[config.mk]
export PLATFORM = sky130hd
export DESIGN_NAME = mii_frame_rx
export DESIGN_NICKNAME = d
export VERILOG_FILES = /design/src/rtl/mii_frame_rx.sv
export SDC_FILE = /design/constraint.sdc
export NUM_CORES = 1
export LEC_CHECK = 0
export BUFFER_PORTS_ARGS = -buffer_cell sky130_fd_sc_hd__buf_2
export CORE_MARGIN = 2
export CORE_UTILIZATION = 40
export CTS_CLUSTER_SIZE = 30
export DETAILED_ROUTE_END_ITERATION = 8
export SYNTH_ARGS = -nofsm -noshare
export SYNTH_HDL_FRONTEND = slang
export SYNTH_SLANG_ARGS = --single-unit
[constraint.sdc]
create_clock -name clk -period 2 [get_ports clk]
set_input_delay 0.1 -clock clk [delete_from_list [all_inputs] [get_ports clk]]
set_output_delay 0.1 -clock clk [all_outputs]
set_load 0.02 [all_outputs]
[src/rtl/mii_frame_rx.sv]
// MII-style receive path: preamble/SFD qualification, checksum strip,
// payload delivery as a valid/sop/eop byte stream with length and status.
module mii_frame_rx #(
  parameter int          DW       = 8,
  parameter logic [DW-1:0] PRE_BYTE = 8'h55,
  parameter logic [DW-1:0] SFD_BYTE = 8'hD5,
  parameter int          PRE_MIN  = 7,
  parameter int          MAX_LEN  = 1500,
  parameter int          LW       = 16
) (
  input  logic          clk,
  input  logic          rst_en,
  input  logic          en,
  input  logic [DW-1:0] rxd,
  input  logic          rx_dv,
  output logic [DW-1:0] out_data,
  output logic          out_valid,
  output logic          out_sop,
  output logic          out_eop,
  output logic          out_err,
  output logic [LW-1:0] frame_len,
  output logic [7:0]    drop_cnt
);

  localparam int PW = $clog2(PRE_MIN + 1);

  typedef enum logic [1:0] {
    IDLE, PREAMBLE, DATA, DROP
  } state_t;

  state_t        state_q, state_d;
  logic [PW-1:0] pre_cnt_q, pre_cnt_d;
  logic [DW-1:0] h0_q, h0_d;
  logic [DW-1:0] h1_q, h1_d;
  logic [1:0]    held_q, held_d;
  logic [DW-1:0] sum_q, sum_d;
  logic [LW-1:0] cnt_q, cnt_d;
  logic [DW-1:0] data_q, data_d;
  logic          valid_q, valid_d;
  logic          sop_q, sop_d;
  logic          eop_q, eop_d;
  logic          err_q, err_d;
  logic [LW-1:0] len_q, len_d;
  logic [7:0]    drop_q, drop_d;
  logic          drop_inc;

  logic [DW-1:0] sum_add;
  logic [LW-1:0] cnt_inc;

  assign sum_add = sum_q + h1_q;
  assign cnt_inc = cnt_q + LW'(1);

  // Next-state and registered-output computation for the receive FSM
  always_comb begin
    state_d   = state_q;
    pre_cnt_d = pre_cnt_q;
    h0_d      = h0_q;
    h1_d      = h1_q;
    held_d    = held_q;
    sum_d     = sum_q;
    cnt_d     = cnt_q;
    data_d    = data_q;
    valid_d   = 1'b0;
    sop_d     = 1'b0;
    eop_d     = 1'b0;
    err_d     = err_q;
    len_d     = len_q;
    drop_inc  = 1'b0;
    if (en) begin
      unique case (state_q)
        IDLE: begin
          if (rx_dv) begin
            if (rxd == PRE_BYTE) begin
              state_d   = PREAMBLE;
              pre_cnt_d = PW'(1);
            end else begin
              state_d  = DROP;
              drop_inc = 1'b1;
            end
          end
        end
        PREAMBLE: begin
          if (!rx_dv) begin
            state_d = IDLE;
          end else if (rxd == PRE_BYTE) begin
            if (pre_cnt_q < PW'(PRE_MIN))
              pre_cnt_d = pre_cnt_q + PW'(1);
          end else if (rxd == SFD_BYTE &&
                       pre_cnt_q >= PW'(PRE_MIN)) begin
            state_d = DATA;
            held_d  = 2'd0;
            cnt_d   = '0;
            sum_d   = '0;
            h0_d    = '0;
            h1_d    = '0;
          end else begin
            state_d  = DROP;
            drop_inc = 1'b1;
          end
        end
        DATA: begin
          if (rx_dv) begin
            if (held_q == 2'd2) begin
              data_d  = h1_q;
              valid_d = 1'b1;
              sop_d   = (cnt_q == '0);
              sum_d   = sum_add;
              cnt_d   = cnt_inc;
              if (cnt_q == LW'(MAX_LEN)) begin
                eop_d   = 1'b1;
                err_d   = 1'b1;
                len_d   = cnt_inc;
                state_d = DROP;
              end
            end else begin
              held_d = held_q + 2'd1;
            end
            h1_d = h0_q;
            h0_d = rxd;
          end else begin
            state_d = IDLE;
            if (held_q == 2'd2) begin
              data_d  = h1_q;
              valid_d = 1'b1;
              sop_d   = (cnt_q == '0);
              eop_d   = 1'b1;
              err_d   = (h0_q != sum_add);
              len_d   = cnt_inc;
              sum_d   = sum_add;
              cnt_d   = cnt_inc;
            end else begin
              drop_inc = 1'b1;
            end
          end
        end
        DROP: begin
          if (!rx_dv)
            state_d = IDLE;
        end
        default: state_d = IDLE;
      endcase
    end
    drop_d = drop_q;
    if (drop_inc && drop_q != 8'hFF)
      drop_d = drop_q + 8'd1;
  end

  // State and output registers; async active-low clear
  always_ff @(posedge clk or negedge rst_en) begin
    if (!rst_en) begin
      state_q   <= IDLE;
      pre_cnt_q <= '0;
      h0_q      <= '0;
      h1_q      <= '0;
      held_q    <= 2'd0;
      sum_q     <= '0;
      cnt_q     <= '0;
      data_q    <= '0;
      valid_q   <= 1'b0;
      sop_q     <= 1'b0;
      eop_q     <= 1'b0;
      err_q     <= 1'b0;
      len_q     <= '0;
      drop_q    <= '0;
    end else begin
      state_q   <= state_d;
      pre_cnt_q <= pre_cnt_d;
      h0_q      <= h0_d;
      h1_q      <= h1_d;
      held_q    <= held_d;
      sum_q     <= sum_d;
      cnt_q     <= cnt_d;
      data_q    <= data_d;
      valid_q   <= valid_d;
      sop_q     <= sop_d;
      eop_q     <= eop_d;
      err_q     <= err_d;
      len_q     <= len_d;
      drop_q    <= drop_d;
    end
  end

  assign out_data  = data_q;
  assign out_valid = valid_q;
  assign out_sop   = sop_q;
  assign out_eop   = eop_q;
  assign out_err   = err_q;
  assign frame_len = len_q;
  assign drop_cnt  = drop_q;

endmodule

== After elaboration in Yosys (flattened, before gate mapping) ==
Cells that the tools add are included.

* Output and inout bits: 36
* Bits in registers: 83

* Reduce and logical (&&, ||, !) cells: 13
* Equal/unequal tests: 24
* $add $sub $neg: 5
* Multiplexer cells: 63
* $lt $le $gt $ge: 2

{| class="wikitable"
|+ Operators with widths
! cell !! number
|-
| $mux W16 || 7
|-
| $mux W8 || 6
|-
| $pmux W8 S2 || 3
|-
| $pmux W16 S2 || 1
|-
| $mux W2 || 13
|-
| $mux W1 || 24
|-
| $ne A2 B2 Y1 const B || 11
|-
| $reduce_and A6 Y1 || 3
|-
| $add A16 B1 Y16 const B || 1
|-
| $eq A16 B11 Y1 const B || 1
|-
| $logic_not A16 Y1 || 1
|-
| $mux W3 || 5
|-
| $reduce_and A7 Y1 || 2
|-
| $ne A3 B3 Y1 const B || 3
|-
| $add A8 B1 Y8 const B || 1
|-
| $add A8 B8 Y8 || 1
|-
| $eq A8 B7 Y1 const B || 1
|-
| $eq A8 B8 Y1 const B || 1
|-
| $ne A8 B8 Y1 || 1
|-
| $ne A8 B8 Y1 const B || 1
|-
| $pmux W2 S4 || 1
|-
| $eq A2 B2 Y1 const B || 3
|-
| $pmux W3 S2 || 1
|-
| $pmux W2 S2 || 1
|-
| 12 further kinds || 14
|}

== Depth between registers and ports, before layout ==
Gate-level depths: netlist of the first run.

* Depth after elaboration: 8
* Depth in mapped cells: 9
* Depth with buffers taken out: 9

== Worst setup path after synthesis of the first run ==
OpenSTA, ideal clock, no wires.

* Kind: reg2reg
* Start point: register h1_q[0]
* End point: register err_q (netlist: out_err)
* Arrival: 1.959 ns
* Library setup time: 0.133 ns
* Setup slack: -0.092 ns
* Data required time: 1.867 ns
* Buffers on the path: 0
* Cell stages (with the launch flop): 9
* Clock period less this slack: 2.092 ns
* Path through: dfrtp_1 > ha_1 > fa_1 > xnor2_1 > xor2_1 > nand4_1 > and4b_1 > and4b_1 > a32oi_1

* Longest elaborated chain between the ends: 4

{| class="wikitable"
|+ RTL lines
! item !! RTL line !! source
|-
| from (decl) || 34 || <nowiki>logic [DW-1:0] h1_q, h1_d;</nowiki>
|-
| from (signal assigned) || 154 || <nowiki>h1_q <= '0;</nowiki>
|-
| from (signal assigned) || 169 || <nowiki>h1_q <= h1_d;</nowiki>
|-
| $add A8 B8 Y8 || 50 || <nowiki>assign sum_add = sum_q + h1_q;</nowiki>
|-
| $ne A8 B8 Y1 || 127 || <nowiki>err_d = (h0_q != sum_add);</nowiki>
|-
| $mux W1 || 122 || <nowiki>if (held_q == 2'd2) begin</nowiki>
|-
| $mux W1 || 102 || <nowiki>if (rx_dv) begin</nowiki>
|-
| to (signal assigned) || 177 || <nowiki>err_q <= err_d;</nowiki>
|-
| to (decl) || 42 || <nowiki>logic err_q, err_d;</nowiki>
|}

No other way between the ends. The select of a mux whose other input is x is not followed.
A chain may end at the register's enable or synchronous reset.

== Final worst setup path of the first run ==
Ends and elaborated chain as after synthesis.

==> qor.yml, run 1 <==
worstPathArrival_ps: 2420
max_slew_margin: 0.668
worstSkewPairLatency_ps: 370
post_synth_num_cell_types: 60
cp-start-kind: "flop"
syn-instance-count: 470
fin_worst_skew_ps: 11.3
clk_transition_reported_paths_ps: 90
final.setup.worst_slack_ps: -172
hold_viol: 0
io_buffers: 47
r2r_end: "out_err$_DFFE_PN0P_"
clkPwrFrac: 0.218
vias: 3781
cap_viol_max_count: 0
cpMostUsedCell: "and4b_1"
finalMaxSlewViolations: 0
gp_congestion: 0.893
comb_power_share: 0.411
final.period_utilization: 1.09
grt_pass1_wl_mm: 17.4
crit_start: "h1_q[0]$_DFFE_PN0P_"
wl_met3_um: 440
pre_cts_ws_ps: -206
synth_nets: 496
crit_path_end: "out_err$_DFFE_PN0P_"
ff2ff_setup_slack_ps: -170
fin_nets: 598
wl_met1_mm: 4.90
synth_warnings: 0
hold_class: "in -> reg"
p_total_uw: 6400
drt-pass1-iter-count: 4
avgRoutedWirePerCell_um: 15.0
rr_startpoint: "h1_q[0]$_DFFE_PN0P_"
power_density_nw_per_um2: 1130
die_w_um: 109
ys_ff_latch: 83
die_h_um: 109
fmax_mhz: 460
critPathMaxStageDelay_ps: 400
fin_area_um2: 5670
power_leakage_uw: 0.00264
ys.flop_type: "dfrtp_1"
swShare: 0.379
initial_core_util: 0.407
dpl-instance-area_um2: 5140
period_minus_slack_ps: 2170
diodes: 0
async_flop_share: 1.00
antenna_found_initial: 0
met2WireLength_mm: 5.21
synth_edf_count: 0
h-tree-depth: 3
critPathMaxFanout: 2
drtIter0Drc: 172
hpwl_mm: 7.46
switchingPower_uw: 2430
dieArea_um2: 11800
clockBufferDepth: 2
grt_max_degree: 47
cts_tree: "built"
grt_overflow_total: 0
p_int_uw: 3970
syn2layout_area_growth_pct: 29.2
crit_required_ps: 2250
drive_above_1_share: 0.265
fillers: 993
vias_per_cell: 5.27
cts_root_buf: "clkbuf_8"
setup_viol: 3
wirelength_mm: 10.7
final_core_util: 0.526
grt_usage: 0.188
worstPathCellList: "ha_2 > fa_2 > xnor2_2 > xor2_1 > nand4_1 > and4b_1 > and4b_1 > a32oi_1"
synth_area_um2: 4390
drc: 0
tightestPinTransition_ps: 498
cts.sinks: 83
end_kind: "flop"
std_cell_rows: 38
syn_area_per_cell_um2: 9.34
seqPwrFrac: 0.372
slowest_stage: "dfrtp_1"
ant_nets: 0
rsz0062_at_grt: "yes"
io-pin-count: 48
rr_worst_depth: 8
yosysSeqAreaShare: 0.473
top_layer: "met4"
critPathKind: "reg -> reg"
status: "finished, violations left"
peakVddDrop_mv: 0.514
core_um2: 10800
grt_pass1_vias: 3639
cts_buffers: 9
violations: "setup timing"
[cells by family (layout without fill, tap and decap cells)]
group / after synthesis / in the layout / share of synthesized area
flops: 83 / 83 / 0.473
buf+inv: 48 / 153 / 0.0476
simple gates: 172 / 174 / 0.203
mux: 2 / 2 / 0.00484
compound gates: 116 / 116 / 0.160
fa+ha+maj: 14 / 14 / 0.0416
xor+xnor: 35 / 35 / 0.0698
[repair_timing]
action / CTS / global route
hold buffers: 9 / 0
pin swaps: 5 / 10
setup buffers: 1 / 5
setup endpoints to repair: 36 / 50
gates cloned: 0 / 2
gates resized for setup: 7 / 26
endpoints found under the hold margin: 45 / 0
[power groups by stage]
stage	Combinational, uW	Sequential, uW	Clock (uW)
after floorplan	1280	2550	0
after global placement	2320	2390	0
after detailed placement	2370	2400	0
after CTS	2440	2370	1430
after global routing	2880	2430	1480
final	2630	2380	1390
[per-layer routing]
| metal | vias to the layer above | global-route usage |
|---|---|---|
| li1 | 1860 | - |
| met1 | 1818 | 0.239 |
| met2 | 89 | 0.321 |
| met3 | 14 | 0.0371 |
| met4 | 0 | 0.0586 |
| met5 | - | 0 |
[flip-flops by register name, indices dropped and copies added, names as in the netlist, 3 cells and up]
register   flops
h0_q           8
frame_len     16
h1_q           8
drop_cnt       8
pre_cnt_q      3
cnt_q         16
out_data       8
sum_q          8
[layout by cell type (no fill, tap or decap), types with 3 or more instances in the layout]
cell	netlist	routed
xnor2_1	21	20
a21oi_1	7	7
buf_12	0	4
inv_1	24	24
buf_2	10	43
a21o_1	3	3
buf_4	2	54
buf_6	1	3
nor3_1	4	4
nand2_1	67	67
clkbuf_8	0	10
xor2_1	14	14
o21ai_0	73	65
nand4_1	10	10
nand3_1	30	30
a211oi_1	4	3
nor2_2	1	3
dfrtp_1	83	83
nand2_8	0	3
nor2b_1	4	4
or3_1	4	4
nor2_1	21	19
o21ai_1	3	10
dlygate4sd3_1	0	8
nor4_1	4	3
o31ai_1	4	4
ha_1	13	9
and3_1	5	5
[cells in the mapped netlist, types with 5 or more instances]
cell type  count  area share
ha_1          13       0.037
nor2_1        21       0.018
o21ai_0       73       0.083
nand2_1       67       0.057
clkbuf_1      10      0.0086
nand4_1       10       0.014
dfrtp_1       83        0.47
buf_2         10       0.011
nand3_1       30       0.034
xor2_1        14       0.028
inv_1         24       0.021
xnor2_1       21       0.042
a21oi_1        7      0.0080
and3_1         5      0.0071
[critical path: cells and delay by family, from the launching register on]
family / cells / cell delay, ps
compound gates: 1 / 90
xor+xnor: 2 / 440
fa+ha+maj: 2 / 580
flops: 1 / 400
simple gates: 3 / 540
[cell type report]
class,count,area (um2),area share
Clock buffer,11,141,0.0249
Tap cell,140,175,0.0309
Sequential cell,83,2080,0.366
Timing Repair Buffer,113,827,0.146
Clock inverter,5,85.1,0.0150
Inverter,24,90.1,0.0159
Multi-Input combinational cell,341,2280,0.401
[through the flow]
step | setup TNS [ps] | hold WS, ps | cells
floorplan | -56.0 | -196 | 470
global placement | -235 | 98.0 | 687
detailed placement | -863 | 101 | 687
CTS | -200 | 88.5 | 713
global route | -746 | 103 | 717
finish | -235 | 105 | 717
[how the worst min path moves through the flow]
stage                start                       end  cells after the start  slack [ps]
detailed placement  rst_en  frame_len[4]$_DFFE_PN0P_                      1         100
global route         rx_dv    state_q[0]$_DFFE_PN0P_                      2         100
finish               rx_dv    state_q[0]$_DFFE_PN0P_                      2         100
global placement    rst_en  frame_len[4]$_DFFE_PN0P_                      1         100
floorplan           rst_en      cnt_q[0]$_DFFE_PN0P_                      0        -200
CTS                  rx_dv    state_q[0]$_DFFE_PN0P_                      2          90
(Power assumes the default switching activity.)
==> inputs of run 2 (changes only) <==
clock period = 2.4 ns   (was 2 ns; I/O delays follow)
==> run 2 against run 1 <==
Die area unchanged; highest routed layer unchanged; global-route usage decreased by 1.1 points; via count decreased by 7.3%; wire length decreased by 8.8%; the run now ends clean; clock skew decreased by 1.4 ps; first-iteration DRC count increased by 36%; largest power group is now registers; clock power decreased by 14%; final cell count decreased by 7.4%; sequential power decreased by 16%; clock-buffer cell count decreased by 1; cell area decreased by 10%.
==> qor.yml, run 2 (synthesis results as in run 1) <==
crit_start: "h1_q[0]$_DFFE_PN0P_"  # unchanged
clk_transition_reported_paths_ps: 90  # about the same
ant_nets: 0  # unchanged
final_common_cell: "dfrtp_1"  # unchanged
cts_setup_buffers: 0  # was 1
fin_worst_skew_ps: 9.85  # was 11.3 ps
period_minus_slack_ps: 2280  # was 2170 ps
grt_pass1_wl_mm: 16.5  # was 17.4 mm
vias: 3506  # was 3,781
gp_congestion: 0.884  # was 0.893
wirelength_mm: 9.79  # was 10.7 mm
cts_tree: "built"  # unchanged
end_kind: "flop"  # unchanged
std_cell_rows: 38  # unchanged
p_total_uw: 4890  # was 6400 uW
dpl-instance-area_um2: 4790  # was 5140 um2
clockBufferDepth: 2  # unchanged
p_int_uw: 3050  # was 3970 uW
grt_pass1_vias: 3447  # was 3,639
avgRoutedWirePerCell_um: 14.7  # was 15.0 um
ff2ff_setup_slack_ps: 120  # was -170 ps
fmax_mhz: 438  # was 460 MHz
tightestPinTransition_ps: 539  # was 498 ps
vias_per_cell: 5.28  # was 5.27
comb_power_share: 0.343  # was 0.411
io-pin-count: 48  # unchanged
critPathKind: "reg -> reg"  # unchanged
crit_required_ps: 2630  # was 2250 ps
peakVddDrop_mv: 0.547  # was 0.514 mV
syn2layout_area_growth_pct: 15.8  # was 29.2%
final.period_utilization: 0.951  # was 1.09
power_density_nw_per_um2: 961  # was 1130 nW/um2
placed_cells: 644  # was 687
power_leakage_uw: 0.00234  # was 0.00264 uW
fin_nets: 546  # was 598
critPathMaxFanout: 3  # was 2
rr_worst_depth: 8  # unchanged
drtIter0Drc: 234  # was 172
die_h_um: 109  # unchanged
cts_buffers: 9  # unchanged
status: "finished, final reports clean"  # was finished, violations left
drt-pass1-iter-count: 4  # unchanged
cts_root_buf: "clkbuf_8"  # unchanged
cts.sinks: 83  # unchanged
cap_viol_max_count: 0  # unchanged
finalMaxSlewViolations: 0  # unchanged
final.setup.worst_slack_ps: 118  # was -172 ps
core_um2: 10800  # unchanged
worstSkewPairLatency_ps: 360  # was 370 ps
hold_ws_ps: 21.9  # was 105 ps
diodes: 0  # unchanged
h-tree-depth: 3  # unchanged
final_cell_count_no_fill: 664  # was 717
hpwl_mm: 6.96  # was 7.46 mm
fin_area_um2: 5080  # was 5670 um2
antenna_found_initial: 0  # unchanged
setup_viol: 0  # was 3
seqPwrFrac: 0.411  # was 0.372
clkPwrFrac: 0.246  # was 0.218
cp-start-kind: "flop"  # unchanged
crit_path_end: "out_err$_DFFE_PN0P_"  # unchanged
initial_core_util: 0.407  # unchanged
switchingPower_uw: 1840  # was 2430 uW
drive_above_1_share: 0.172  # was 0.265
grt_usage: 0.177  # was 0.188
swShare: 0.376  # was 0.379
rr_startpoint: "h1_q[0]$_DFFE_PN0P_"  # unchanged
drc: 0  # unchanged
mostFrequentLayoutCells: "83 x dfrtp_1, 73 x o21ai_0, 67 x nand2_1"  # was 83 x dfrtp_1, 67 x nand2_1, 65 x o21ai_0
dieArea_um2: 11800  # unchanged
worstPathArrival_ps: 2510  # was 2420 ps
max_slew_margin: 0.640  # was 0.668
grt_max_degree: 44  # was 47
r2r_end: "out_err$_DFFE_PN0P_"  # unchanged
io_buffers: 47  # unchanged
grt_overflow_total: 0  # unchanged
die_w_um: 109  # unchanged
hold_viol: 0  # unchanged
hold_class: "in -> reg"  # unchanged
pre_cts_ws_ps: 130  # was -206 ps
## run 2: changes by cell type in the layout (fill, tap and decap cells not counted), moves of 4 or more
cell	before	now
o21ai_1	10	3
o21ai_0	65	73
buf_4	54	10
ha_1	9	13
## run 2: layer usage
metal | share of wire | global-route usage
met5 | 0 | 0
met4 | 0.0097 | 0.0504
met3 | 0.047 | 0.0329
met2 | 0.47 | 0.300
met1 | 0.47 | 0.232
## run 2: layout make-up
type                    count  area [um2]
clock buffers              10         128
clock inverters             5         103
fillers                  1057        5710
inverters                  24        90.1
multi-input cells         339        2120
flip-flops and latches     83        2080
well taps                 140         175
repair buffers             63         395
## run 2: stage by stage
stage,util,setup TNS (ps)
CTS,0.470,0
global route,0.471,-9.32
finish,0.471,0
floorplan,-,0
detailed placement,0.444,0
global placement,0.444,0
## run 2: worst min path at each step
| stage | start | to | slack (ps) | depth (start not counted) |
|---|---|---|---|---|
| floorplan | rst_en | cnt_q[0]$_DFFE_PN0P_ | -180 | 0 |
| global placement | rst_en | frame_len[4]$_DFFE_PN0P_ | 140 | 1 |
| detailed placement | rst_en | frame_len[4]$_DFFE_PN0P_ | 150 | 1 |
| CTS | rxd[1] | h0_q[1]$_DFFE_PN0P_ | 10 | 3 |
| global route | rxd[1] | h0_q[1]$_DFFE_PN0P_ | 40 | 3 |
| finish | rxd[1] | h0_q[1]$_DFFE_PN0P_ | 20 | 3 |
## run 2: timing repair
item | CTS | global route
endpoints found under the setup margin | 0 | 2
hold buffers | 5 | 0
resized for setup | 0 | 2
hold endpoints to repair | 44 | 0
## run 2: worst max-delay path, stage by stage, from the launching register on
cell and delay [ps]:
dfrtp_1 390, ha_1 240, fa_1 450, a211oi_2 260
nor3b_1 120, o2111ai_1 180, and4b_1 230, and4b_1 190
a32oi_1 100
## run 2: power by group through the flow
stage	combinational, uW	sequential [uW]	clock [uW]
final	1680	2010	1200
after global routing	1890	2060	1280
after CTS	1670	2010	1220
after detailed placement	1650	2030	0
after global placement	1630	2020	0
after floorplan	1050	2120	0
